**src/rtl/dcache_data_arb_pkg.sv**
```systemverilog
// Shared types for the D-cache data-array arbiter: store-buffer entry, FSM
// states and the line/word split of the word address.
package dcache_data_arb_pkg;

    localparam int LINE_IDX_W  = 7;
    localparam int WORD_IDX_W  = 3;
    localparam int WORD_ADDR_W = LINE_IDX_W + WORD_IDX_W;

    typedef struct packed {
        logic [WORD_ADDR_W-1:0] addr;
        logic [31:0]            data;
        logic [3:0]             ben;
    } sb_entry_t;

    typedef enum logic [1:0] {
        ST_RUN   = 2'd0,
        ST_DRAIN = 2'd1,
        ST_DONE  = 2'd2
    } arb_state_e;

    function automatic logic [LINE_IDX_W-1:0] line_of(input logic [WORD_ADDR_W-1:0] addr);
        return addr[WORD_ADDR_W-1:WORD_IDX_W];
    endfunction

endpackage

```
**src/rtl/dcache_data_arb_if.sv**
```systemverilog
// Requester-side bus of the data-array arbiter: load, store, refill and flush
// handshakes plus the load response.
interface dcache_data_arb_if
    import dcache_data_arb_pkg::*;
#(
    parameter int ADDR_WIDTH = 10,
    parameter int LINE_WIDTH = 256
);
    logic                  ld_valid;
    logic                  ld_ready;
    logic [ADDR_WIDTH-1:0] ld_addr;
    logic                  rdata_valid;
    logic [31:0]           rdata;
    logic                  st_valid;
    logic                  st_ready;
    logic [ADDR_WIDTH-1:0] st_addr;
    logic [31:0]           st_data;
    logic [3:0]            st_ben;
    logic                  rf_valid;
    logic                  rf_ready;
    logic [LINE_IDX_W-1:0] rf_index;
    logic [LINE_WIDTH-1:0] rf_line;
    logic                  flush_req;
    logic                  flush_done;

    modport master (
        output ld_valid, ld_addr, st_valid, st_addr, st_data, st_ben,
               rf_valid, rf_index, rf_line, flush_req,
        input  ld_ready, rdata_valid, rdata, st_ready, rf_ready, flush_done
    );

    modport slave (
        input  ld_valid, ld_addr, st_valid, st_addr, st_data, st_ben,
               rf_valid, rf_index, rf_line, flush_req,
        output ld_ready, rdata_valid, rdata, st_ready, rf_ready, flush_done
    );
endinterface

```
**src/rtl/dcache_store_buf.sv**
```systemverilog
// Store buffer: shift-style FIFO (entry 0 is always the oldest) with occupancy
// and per-entry word-address / line-index match vectors.
module dcache_store_buf
    import dcache_data_arb_pkg::*;
#(
    parameter int SB_DEPTH = 2
) (
    input  logic                             clk,
    input  logic                             resetn,
    input  logic                             enq,
    input  sb_entry_t                        enq_entry,
    input  logic                             deq,
    output sb_entry_t [SB_DEPTH-1:0]         entries,
    output logic [$clog2(SB_DEPTH+1)-1:0]    count,
    output logic                             full,
    output logic                             empty,
    input  logic [WORD_ADDR_W-1:0]           ld_addr,
    output logic [SB_DEPTH-1:0]              ld_match,
    input  logic [LINE_IDX_W-1:0]            rf_index,
    output logic [SB_DEPTH-1:0]              rf_match
);
    localparam int CNT_W = $clog2(SB_DEPTH + 1);

    sb_entry_t [SB_DEPTH-1:0] ent_r;
    logic [CNT_W-1:0]         count_r;
    logic [CNT_W-1:0]         wr_idx_s;

    // A simultaneous dequeue shifts everything down, so the new entry lands one slot lower.
    assign wr_idx_s = deq ? (count_r - CNT_W'(1)) : count_r;

    // Occupancy counter.
    always_ff @(posedge clk) begin
        if (!resetn) begin
            count_r <= '0;
        end else begin
            count_r <= count_r + CNT_W'(enq) - CNT_W'(deq);
        end
    end

    // Entry storage; validity is carried by count_r so the payload needs no reset.
    always_ff @(posedge clk) begin
        for (int i = 0; i < SB_DEPTH - 1; i++) begin
            if (deq) begin
                ent_r[i] <= ent_r[i+1];
            end
        end
        for (int i = 0; i < SB_DEPTH; i++) begin
            if (enq && (wr_idx_s == CNT_W'(i))) begin
                ent_r[i] <= enq_entry;
            end
        end
    end

    // Per-entry match against the load word address and the refill line index.
    always_comb begin
        ld_match = '0;
        rf_match = '0;
        for (int i = 0; i < SB_DEPTH; i++) begin
            ld_match[i] = (CNT_W'(i) < count_r) && (ent_r[i].addr == ld_addr);
            rf_match[i] = (CNT_W'(i) < count_r) && (line_of(ent_r[i].addr) == rf_index);
        end
    end

    assign entries = ent_r;
    assign count   = count_r;
    assign full    = (count_r == CNT_W'(SB_DEPTH));
    assign empty   = (count_r == '0);

endmodule

```
**src/rtl/dcache_data_arb.sv**
```systemverilog
// Single-port D-cache data-array arbiter: refill > full-buffer drain > load > drain,
// with a RUN/DRAIN/DONE flush FSM. Optional store-to-load forwarding: DCACHE_ST_FWD_EN.
module dcache_data_arb
    import dcache_data_arb_pkg::*;
#(
    parameter int ADDR_WIDTH = 10,
    parameter int SB_DEPTH   = 2,
    parameter int LINE_WIDTH = 256
) (
    input  logic                  clk,
    input  logic                  resetn,
    dcache_data_arb_if.slave      bus,
    output logic [ADDR_WIDTH-1:0] ram_raddr,
    output logic [ADDR_WIDTH-1:0] ram_waddr,
    output logic                  ram_re,
    output logic                  ram_we,
    output logic                  ram_store,
    output logic                  ram_hit_write,
    output logic [31:0]           ram_din,
    output logic [3:0]            ram_byte_ben,
    output logic [LINE_WIDTH-1:0] ram_din_all,
    input  logic [31:0]           ram_dout
);
    localparam int CNT_W = $clog2(SB_DEPTH + 1);

    arb_state_e               state_r, state_s;
    sb_entry_t [SB_DEPTH-1:0] sb_ent_s;
    sb_entry_t                head_s, enq_entry_s;
    logic [CNT_W-1:0]         sb_count_s;
    logic                     sb_full_s, sb_empty_s;
    logic [SB_DEPTH-1:0]      ld_match_s, rf_match_s;
    logic                     rf_ready_s, rf_fire_s, ld_ready_s, ld_fire_s;
    logic                     st_ready_s, enq_s, drain_s, ld_block_s;
    logic                     rdata_valid_r;
    logic [31:0]              rdata_s;

    assign enq_entry_s = '{addr: bus.st_addr, data: bus.st_data, ben: bus.st_ben};
    assign head_s      = sb_ent_s[0];

    dcache_store_buf #(.SB_DEPTH(SB_DEPTH)) u_sb (
        .clk       (clk),
        .resetn    (resetn),
        .enq       (enq_s),
        .enq_entry (enq_entry_s),
        .deq       (drain_s),
        .entries   (sb_ent_s),
        .count     (sb_count_s),
        .full      (sb_full_s),
        .empty     (sb_empty_s),
        .ld_addr   (bus.ld_addr),
        .ld_match  (ld_match_s),
        .rf_index  (bus.rf_index),
        .rf_match  (rf_match_s)
    );

    // Issue arbitration: one array access per cycle; a load never sees a store accepted alongside it.
    always_comb begin
        rf_ready_s = resetn && !(|rf_match_s);
        rf_fire_s  = bus.rf_valid && rf_ready_s;
        ld_ready_s = resetn && (state_r == ST_RUN) && !rf_fire_s && !sb_full_s && !ld_block_s;
        ld_fire_s  = bus.ld_valid && ld_ready_s;
        drain_s    = resetn && !rf_fire_s && !sb_empty_s && !ld_fire_s;
        st_ready_s = resetn && (state_r == ST_RUN) && !sb_full_s;
        enq_s      = bus.st_valid && st_ready_s;
    end

    // Flush FSM state register.
    always_ff @(posedge clk) begin
        if (!resetn) begin
            state_r <= ST_RUN;
        end else begin
            state_r <= state_s;
        end
    end

    // Flush FSM next state; DRAIN exits as soon as the buffer becomes empty.
    always_comb begin
        state_s = state_r;
        case (state_r)
            ST_RUN: begin
                if (bus.flush_req) state_s = ST_DRAIN;
                else               state_s = ST_RUN;
            end
            ST_DRAIN: begin
                if (sb_empty_s || ((sb_count_s == CNT_W'(1)) && drain_s)) state_s = ST_DONE;
                else                                                       state_s = ST_DRAIN;
            end
            ST_DONE: state_s = ST_RUN;
            default: state_s = ST_RUN;
        endcase
    end

    // Load response is valid exactly one cycle after accept.
    always_ff @(posedge clk) begin
        if (!resetn) begin
            rdata_valid_r <= 1'b0;
        end else begin
            rdata_valid_r <= ld_fire_s;
        end
    end

`ifdef DCACHE_ST_FWD_EN
    logic [31:0] fwd_data_s, fwd_data_r;
    logic [3:0]  fwd_mask_s, fwd_mask_r;

    // Merge matching buffered bytes oldest to youngest so the youngest write wins.
    always_comb begin
        fwd_data_s = 32'h0000_0000;
        fwd_mask_s = 4'b0000;
        for (int i = 0; i < SB_DEPTH; i++) begin
            for (int b = 0; b < 4; b++) begin
                fwd_data_s[8*b +: 8] = (ld_match_s[i] && sb_ent_s[i].ben[b]) ?
                                       sb_ent_s[i].data[8*b +: 8] : fwd_data_s[8*b +: 8];
                fwd_mask_s[b]        = fwd_mask_s[b] | (ld_match_s[i] && sb_ent_s[i].ben[b]);
            end
        end
    end

    // Forwarding state is frozen at load accept; later drains must not alter the response.
    always_ff @(posedge clk) begin
        if (!resetn) begin
            fwd_data_r <= 32'h0000_0000;
            fwd_mask_r <= 4'b0000;
        end else if (ld_fire_s) begin
            fwd_data_r <= fwd_data_s;
            fwd_mask_r <= fwd_mask_s;
        end else begin
            fwd_data_r <= fwd_data_r;
            fwd_mask_r <= fwd_mask_r;
        end
    end

    // Response byte mux between the array word and forwarded bytes.
    always_comb begin
        rdata_s = ram_dout;
        for (int b = 0; b < 4; b++) begin
            rdata_s[8*b +: 8] = fwd_mask_r[b] ? fwd_data_r[8*b +: 8] : ram_dout[8*b +: 8];
        end
    end

    assign ld_block_s = 1'b0;
`else
    logic sb_ent_unused_s;

    assign sb_ent_unused_s = ^sb_ent_s;
    assign ld_block_s      = |ld_match_s;
    assign rdata_s         = ram_dout;
`endif

    assign bus.ld_ready    = ld_ready_s;
    assign bus.st_ready    = st_ready_s;
    assign bus.rf_ready    = rf_ready_s;
    assign bus.rdata_valid = resetn && rdata_valid_r;
    assign bus.rdata       = rdata_s;
    assign bus.flush_done  = resetn && (state_r == ST_DONE);

    assign ram_re        = ld_fire_s;
    assign ram_raddr     = bus.ld_addr;
    assign ram_we        = rf_fire_s || drain_s;
    assign ram_store     = drain_s;
    assign ram_hit_write = rf_fire_s;
    assign ram_waddr     = rf_fire_s ? {bus.rf_index, 3'b000} : head_s.addr;
    assign ram_din       = head_s.data;
    assign ram_byte_ben  = drain_s ? head_s.ben : 4'b0000;
    assign ram_din_all   = bus.rf_line;

endmodule

```
**src/flat_wrapper.sv**
```systemverilog
// flat-port wrapper written by rule: the top's interface ports become plain ports
module dcache_data_arb_flat import dcache_data_arb_pkg::*;
#(
    parameter int ADDR_WIDTH = 10,
    parameter int SB_DEPTH   = 2,
    parameter int LINE_WIDTH = 256
)
  (clk, resetn, ram_raddr, ram_waddr, ram_re, ram_we, ram_store, ram_hit_write, ram_din, ram_byte_ben, ram_din_all, ram_dout, bus_ld_valid, bus_ld_addr, bus_st_valid, bus_st_addr, bus_st_data, bus_st_ben, bus_rf_valid, bus_rf_index, bus_rf_line, bus_flush_req, bus_ld_ready, bus_rdata_valid, bus_rdata, bus_st_ready, bus_rf_ready, bus_flush_done);
  dcache_data_arb_if #(.ADDR_WIDTH(ADDR_WIDTH), .LINE_WIDTH(LINE_WIDTH)) bus_i ();
  input  logic clk;
  input  logic resetn;
  output logic [ADDR_WIDTH-1:0] ram_raddr;
  output logic [ADDR_WIDTH-1:0] ram_waddr;
  output logic ram_re;
  output logic ram_we;
  output logic ram_store;
  output logic ram_hit_write;
  output logic [31:0] ram_din;
  output logic [3:0] ram_byte_ben;
  output logic [LINE_WIDTH-1:0] ram_din_all;
  input  logic [31:0] ram_dout;
  input wire logic [$bits(bus_i.ld_valid)-1:0] bus_ld_valid;
  input wire logic [$bits(bus_i.ld_addr)-1:0] bus_ld_addr;
  input wire logic [$bits(bus_i.st_valid)-1:0] bus_st_valid;
  input wire logic [$bits(bus_i.st_addr)-1:0] bus_st_addr;
  input wire logic [$bits(bus_i.st_data)-1:0] bus_st_data;
  input wire logic [$bits(bus_i.st_ben)-1:0] bus_st_ben;
  input wire logic [$bits(bus_i.rf_valid)-1:0] bus_rf_valid;
  input wire logic [$bits(bus_i.rf_index)-1:0] bus_rf_index;
  input wire logic [$bits(bus_i.rf_line)-1:0] bus_rf_line;
  input wire logic [$bits(bus_i.flush_req)-1:0] bus_flush_req;
  output wire logic [$bits(bus_i.ld_ready)-1:0] bus_ld_ready;
  output wire logic [$bits(bus_i.rdata_valid)-1:0] bus_rdata_valid;
  output wire logic [$bits(bus_i.rdata)-1:0] bus_rdata;
  output wire logic [$bits(bus_i.st_ready)-1:0] bus_st_ready;
  output wire logic [$bits(bus_i.rf_ready)-1:0] bus_rf_ready;
  output wire logic [$bits(bus_i.flush_done)-1:0] bus_flush_done;
  assign bus_i.ld_valid = bus_ld_valid;
  assign bus_i.ld_addr = bus_ld_addr;
  assign bus_i.st_valid = bus_st_valid;
  assign bus_i.st_addr = bus_st_addr;
  assign bus_i.st_data = bus_st_data;
  assign bus_i.st_ben = bus_st_ben;
  assign bus_i.rf_valid = bus_rf_valid;
  assign bus_i.rf_index = bus_rf_index;
  assign bus_i.rf_line = bus_rf_line;
  assign bus_i.flush_req = bus_flush_req;
  assign bus_ld_ready = bus_i.ld_ready;
  assign bus_rdata_valid = bus_i.rdata_valid;
  assign bus_rdata = bus_i.rdata;
  assign bus_st_ready = bus_i.st_ready;
  assign bus_rf_ready = bus_i.rf_ready;
  assign bus_flush_done = bus_i.flush_done;
  dcache_data_arb #(.ADDR_WIDTH(ADDR_WIDTH), .SB_DEPTH(SB_DEPTH), .LINE_WIDTH(LINE_WIDTH)) u_core (.clk(clk), .resetn(resetn), .bus(bus_i), .ram_raddr(ram_raddr), .ram_waddr(ram_waddr), .ram_re(ram_re), .ram_we(ram_we), .ram_store(ram_store), .ram_hit_write(ram_hit_write), .ram_din(ram_din), .ram_byte_ben(ram_byte_ben), .ram_din_all(ram_din_all), .ram_dout(ram_dout));
endmodule
```
**config.mk**
```make
export PLATFORM = sky130hd
export DESIGN_NAME = dcache_data_arb_flat
export DESIGN_NICKNAME = d
export VERILOG_FILES = /design/src/rtl/dcache_data_arb_pkg.sv /design/src/rtl/dcache_data_arb_if.sv /design/src/rtl/dcache_store_buf.sv /design/src/rtl/dcache_data_arb.sv /design/src/flat_wrapper.sv
export SDC_FILE = /design/constraint.sdc
export NUM_CORES = 1
export LEC_CHECK = 0
export CORE_AREA = 3 3 274 276
export CTS_CLUSTER_DIAMETER = 100
export DETAILED_ROUTE_END_ITERATION = 16
export DIE_AREA = 0 0 277 279
export DONT_BUFFER_PORTS = 1
export GPL_TIMING_DRIVEN = 0
export PLACE_DENSITY_LB_ADDON = 0.3
export SLEW_MARGIN = 10
export SYNTH_ARGS = -nofsm -noshare
export SYNTH_HDL_FRONTEND = slang
export SYNTH_SLANG_ARGS = --single-unit
export TNS_END_PERCENT = 30
```
**constraint.sdc**
```tcl
create_clock -name clk -period 6.6 [get_ports clk]
set_clock_uncertainty 0.2 [all_clocks]
set_input_delay 0.66 -clock clk [delete_from_list [all_inputs] [get_ports clk]]
set_output_delay 0.66 -clock clk [all_outputs]
set_load 0.005 [all_outputs]
```
==> results of run 1 <==
## cell type report
type                    instances  area, sq um
clock inverters                 7         72.6
plain buffers                 374         2740
fillers                      8288        63200
multi-input cells             381         2440
diodes                          2         5.00
well taps                     959         1200
flip-flops and latches         97         2860
inverters                       4         15.0
repair buffers                  2         55.1
clock buffers                   9          225
## worst max-delay path, stage by stage (launching register included)
cell	delay, ns
dfxtp_1	0.51
inv_1	0.15
ha_1	0.31
or4_1	0.60
nor3_2	0.34
nand4b_2	0.39
buf_2	0.33
and3_1	0.40
## power groups by stage
stage	clock network (mW)	registers, mW	logic, mW
floorplan	0	0.933	0.790
global placement	0	0.962	1.12
detailed placement	0	0.951	1.14
CTS	0.589	0.940	1.15
global route	0.602	0.952	1.22
finish	0.557	0.938	1.10
## kinds of logic after synthesis
family	Yosys count	synth area share, %
flops	97	35.6
xor+xnor	36	3.92
fa+ha+maj	5	0.778
simple gates	232	13.6
buf+inv	378	34.3
mux	7	0.981
compound gates	101	10.8
## cell usage in the layout (no fill, tap or decap), types with 2 or more instances in the layout
| cell type | n |
|---|---|
| inv_1 | 3 |
| mux2_2 | 7 |
| nor2_1 | 2 |
| nor2b_1 | 4 |
| a311o_1 | 46 |
| xnor2_1 | 20 |
| inv_6 | 4 |
| nand2b_1 | 2 |
| clkbuf_1 | 15 |
| a22oi_1 | 46 |
| nand2_1 | 143 |
| clkinv_8 | 2 |
| and2_1 | 5 |
| o21ai_0 | 2 |
| ha_1 | 5 |
| edfxtp_1 | 92 |
| nand3_1 | 2 |
| buf_16 | 2 |
| nand4_1 | 5 |
| nor4_1 | 3 |
| nor3_1 | 47 |
| clkbuf_16 | 9 |
| xor2_1 | 16 |
| buf_6 | 8 |
| dfxtp_1 | 5 |
| or4_1 | 2 |
| buf_4 | 336 |
| buf_2 | 14 |
| diode_2 | 2 |
| and3_1 | 5 |
## registers in the layout, indices dropped and copies added, names as in the netlist
name	cells
u_core.rdata_valid_r	1
u_core.state_r	2
u_core.u_sb.count	2
u_core.u_sb.entries	92
## per-layer routing
layer / part of all wire [%] / routed length, um / global-route usage (%)
met5: 0 / 0 / 0
met3: 12 / 4290 / 4.28
met4: 2.7 / 916 / 2.76
met1: 35 / 12000 / 8.67
met2: 50 / 17300 / 13.7
## worst paths after layout
kind	from	endpoint	slack (ns)	cells after the start
max reg2reg	u_core.u_sb.count[0]	u_core.u_sb.entries[82]	2.40	9
min reg2reg	u_core.state_r[0]	u_core.state_r[0]	0.38	2
max	u_core.u_sb.count[0]	ram_byte_ben[2]	2.32	7
min	bus_st_data[17]	u_core.u_sb.entries[67]	0.17	0
## per-stage QoR
step	setup slack (ns)	cells	hold slack, ns	utilization [%]	area [sq um]
2_1_floorplan	1.64	856	0.335	-	8040
3_3_place_gp	-1.18	1815	0.357	12.7	9240
3_5_place_dp	2.34	1817	0.370	12.8	9310
4_1_cts	2.20	1833	0.133	13.2	9610
5_1_grt	2.08	1835	0.135	13.2	9610
6_report	2.32	1835	0.166	13.2	9610
==> results.toml, run 1 <==
[power]
p_int_mw = 1.62
p_sw_share_pct = 37.8
combinationalPowerShare_pct = 42.5
power_frac_clock_pct = 21.4
power.share.sequential_pct = 36.1
power_mw = 2.60
peakVddDrop_mv = 0.108
p_switching_uw = 981
power.density_nw_per_um2 = 270
power.leakage_nw = 3.85

[detailed_routing]
drt_iter0_drc = 315
vias = 5985
wl_um = 34500
ant_nets = 0
remaining_drc_errors = 0
via_per_inst = 3.26
dr.pass1.iters = 4
wl_per_cell_um = 18.8

[logic_synthesis]
mappedNetlistArea_sq_um = 8040
ys_warn_count = 0
yosysSeqAreaShare_pct = 35.6
synth-async-reset-ratio_pct = 0
synth_cell_types = 45
ys_seq_elements = 97
synth_nets = 1218
yosys-top-cells-count = "buf_4 (336), nand2_1 (144), edfxtp_1 (92)"
synth.largest_area_cell = "edfxtp_1"
synth.most_common_cell = "buf_4"
syn_inst = 856
synth_area_leaders = "edfxtp_1 (34%), buf_4 (31%), nand2_1 (6.7%)"
avgSynthCellArea_sq_um = 9.39
synth_edf_count = 92
synth_top_area_share_pct = 34.4
synth_ff_type = "edfxtp_1"

[floorplan]
initial_core_util_pct = 11.0
die_h_um = 279
core_sq_um = 72800
dieArea_sq_um = 77300
die_x_um = 277
ioPinCount = 710
fp-row-count = 99

[placed_design]
hpwlAfterDp_um = 28600
finalWeightedCongestion = 0.813
io_buffers = 0

[clock_tree]
cts_setup_buffers = 0
path_clk_slew_ns = 0.09
cts_buffers = 9
root_buffer = "clkbuf_16"
ctsResizeCount = 0
clk_path_buf_depth = 2
hold_buffers = 0
cts_tree = "done"
clock-sinks = 97
clk_latency_ns = 0.37
h-tree-depth = 3

[worst_hold_path]
min_path_type = "primary input to flop"

[setup_path]
critPathArrivalTime_ns = 3.42
startpoint_type = "flop"
crit_type = "flop to primary output"
crit_required_ns = 5.74
worstPathMaxFanout = 10
endpoint_kind = "primary output"

[run_status]
status = "completed"

[sta]
period_share_pct = 64.8
tightest_slew_ns = 0.783
slew_headroom_pct = 47.8
timing.final.crit_period_ns = 4.28
fmax_ghz = 0.234
slew_violations = 0
fin_tns_setup_ns = 0
grt_setup_unrepaired = "false"
final_hold_viol_count = 0
finalSetupViolCount = 0

[global_route]
grt_first_pass_wirelength_um = 44700
grt_pass1_vias = 5757
grt_usage_pct = 8.10
antenna_found_initial = 2
gr-total-overflow = 0
grt_max_degree = 47

[finish]
nets = 1231
areaGrowthSynthToFinish_pct = 19.6
drive_above_1_share_pct = 45.3

[flow_run]
maxCapViolCount = 0
(Power assumes the default switching activity.)
==> run 2: changes to the inputs <==
Settings changed: CORE_AREA 3 3 274 276 to 3 3 272 274, DIE_AREA 0 0 277 279 to 0 0 275 277.
Clock period 6.6 ns to 3.9 ns, I/O delays scaled along.
==> results.toml, run 2 (synthesis gave the netlist of run 1 again) <==
[finish]
final_common_cell = "buf_4"
design_area_sq_um = 10200
largest_register_ffs = 92
drive_above_1_share_pct = 43.6
areaGrowthSynthToFinish_pct = 26.6
mostFrequentLayoutCells = "buf_4 (341), nand2_1 (143), edfxtp_1 (92)"
nets = 1285

[clock_tree]
clk_path_buf_depth = 2
cts_tree = "done"
root_buffer = "clkbuf_16"
h-tree-depth = 3
path_clk_slew_ns = 0.08
clk_latency_ns = 0.39
clock-sinks = 97
cts_buffers = 9

[sta]
timing.final.crit_period_ns = 3.72
hold_slack_ns = 0.0373
slew_violations = 0
tightest_slew_ns = 0.807
final_hold_viol_count = 0
period_share_pct = 95.3
grt_setup_unrepaired = "false"
slew_headroom_pct = 46.2
fmax_ghz = 0.269
finalSetupViolCount = 0

[global_route]
grt_max_degree = 40
antenna_found_initial = 1
grt_pass1_vias = 6257
gr-total-overflow = 0
grt_usage_pct = 8.85
grt_first_pass_wirelength_um = 47800

[detailed_routing]
vias = 6309
remaining_drc_errors = 0
drt_iter0_drc = 433
wl_um = 36300
via_per_inst = 3.36
dr.pass1.iters = 5
ant_nets = 0
wl_per_cell_um = 19.3

[placed_design]
hpwlAfterDp_um = 28300
finalWeightedCongestion = 0.714
io_buffers = 0
placed_area_sq_um = 9320

[floorplan]
ioPinCount = 710
initial_core_util_pct = 11.2
dieArea_sq_um = 76200
die_x_um = 275
core_sq_um = 71600
die_h_um = 277
fp-row-count = 98

[worst_hold_path]
hold_start = "bus_st_data[17]"
whs_path_depth = 1
min_path_type = "primary input to flop"
whs_endpoint = "u_core.u_sb.entries[21]"

[setup_path]
worstPathMaxFanout = 16
ff2ff_path_depth = 11
startpoint_type = "flop"
r2r_slack_ns = 0.18
endpoint_kind = "flop"
r2r-end = "u_core.u_sb.entries[55]"
crit_required_ns = 3.84
critPathArrivalTime_ns = 3.66
r2r-start = "u_core.u_sb.count[0]"
crit_type = "flop to flop"

[flow_run]
maxCapViolCount = 0

[power]
peakVddDrop_mv = 0.164
power_mw = 4.51
power.density_nw_per_um2 = 443
power.leakage_nw = 4.11

[run_status]
status = "completed"
[run 2: report_power, final]
| group | switching, mW | total (mW) | leakage, nW | internal, mW |
|---|---|---|---|---|
| sequential | 0.114 | 1.58 | 0.887 | 1.47 |
| clock | 0.506 | 0.957 | 0.136 | 0.451 |
| combinational | 1.09 | 1.97 | 3.09 | 0.882 |
[run 2: layer usage]
metal,GRT usage (%),part of all wire [%],vias to the layer above
li1,-,-,2787
met1,9.96,37,3083
met2,16.1,53,424
met3,3.00,9.4,15
met4,1.71,0.93,0
met5,0,0,-
[run 2: repair_timing]
item | 4_1_cts | 5_1_grt
pin swaps | 1 | 0
endpoints found under the hold margin | 54 | 0
buffers inserted | 5 | 0
hold buffers | 48 | 0
gates resized for setup | 3 | 5
endpoints found under the setup margin | 45 | 121
[run 2: per-stage QoR]
stage	instances	TNS [ns]	setup WS, ns	util, %
detailed placement	1809	-7.09	-0.203	13.0
floorplan	856	0	0.370	-
global placement	1806	-110.98	-1.34	12.9
CTS	1878	0	0.00477	14.2
finish	1879	0	0.183	14.2
global route	1878	0	0.0432	14.2
[run 2: worst max-delay path by stage]
stage                               startpoint                       to  slack (ns)  depth (start not counted)
after floorplan           u_core.u_sb.count[0]  u_core.u_sb.entries[46]        0.37                          9
after global placement    u_core.u_sb.count[0]  u_core.u_sb.entries[16]       -1.34                          7
after detailed placement  u_core.u_sb.count[0]  u_core.u_sb.entries[62]       -0.20                          9
after CTS                 u_core.u_sb.count[0]     u_core.u_sb.count[1]       0.005                         14
after global routing      u_core.u_sb.count[0]  u_core.u_sb.entries[55]        0.04                         11
final                     u_core.u_sb.count[0]  u_core.u_sb.entries[55]        0.18                         11
[run 2: critical path, stage by stage (launching register included)]
cell and delay, ns:
dfxtp_2 0.42, inv_1 0.11, ha_1 0.29, or4_1 0.59, o21ai_2 0.22, o21ai_0 0.33
buf_2 0.35, buf_2 0.24, o211ai_1 0.27, a21oi_4 0.10, buf_4 0.16, buf_16 0.16
[run 2: area by class of cell]
class	instances	area (sq um)
diodes	1	2.50
plain buffers	374	2750
clock buffers	10	229
clock inverters	6	62.6
fillers	8137	61400
inverters	4	15.0
multi-input cells	381	2460
flip-flops and latches	97	2870
well taps	950	1190
repair buffers	56	606
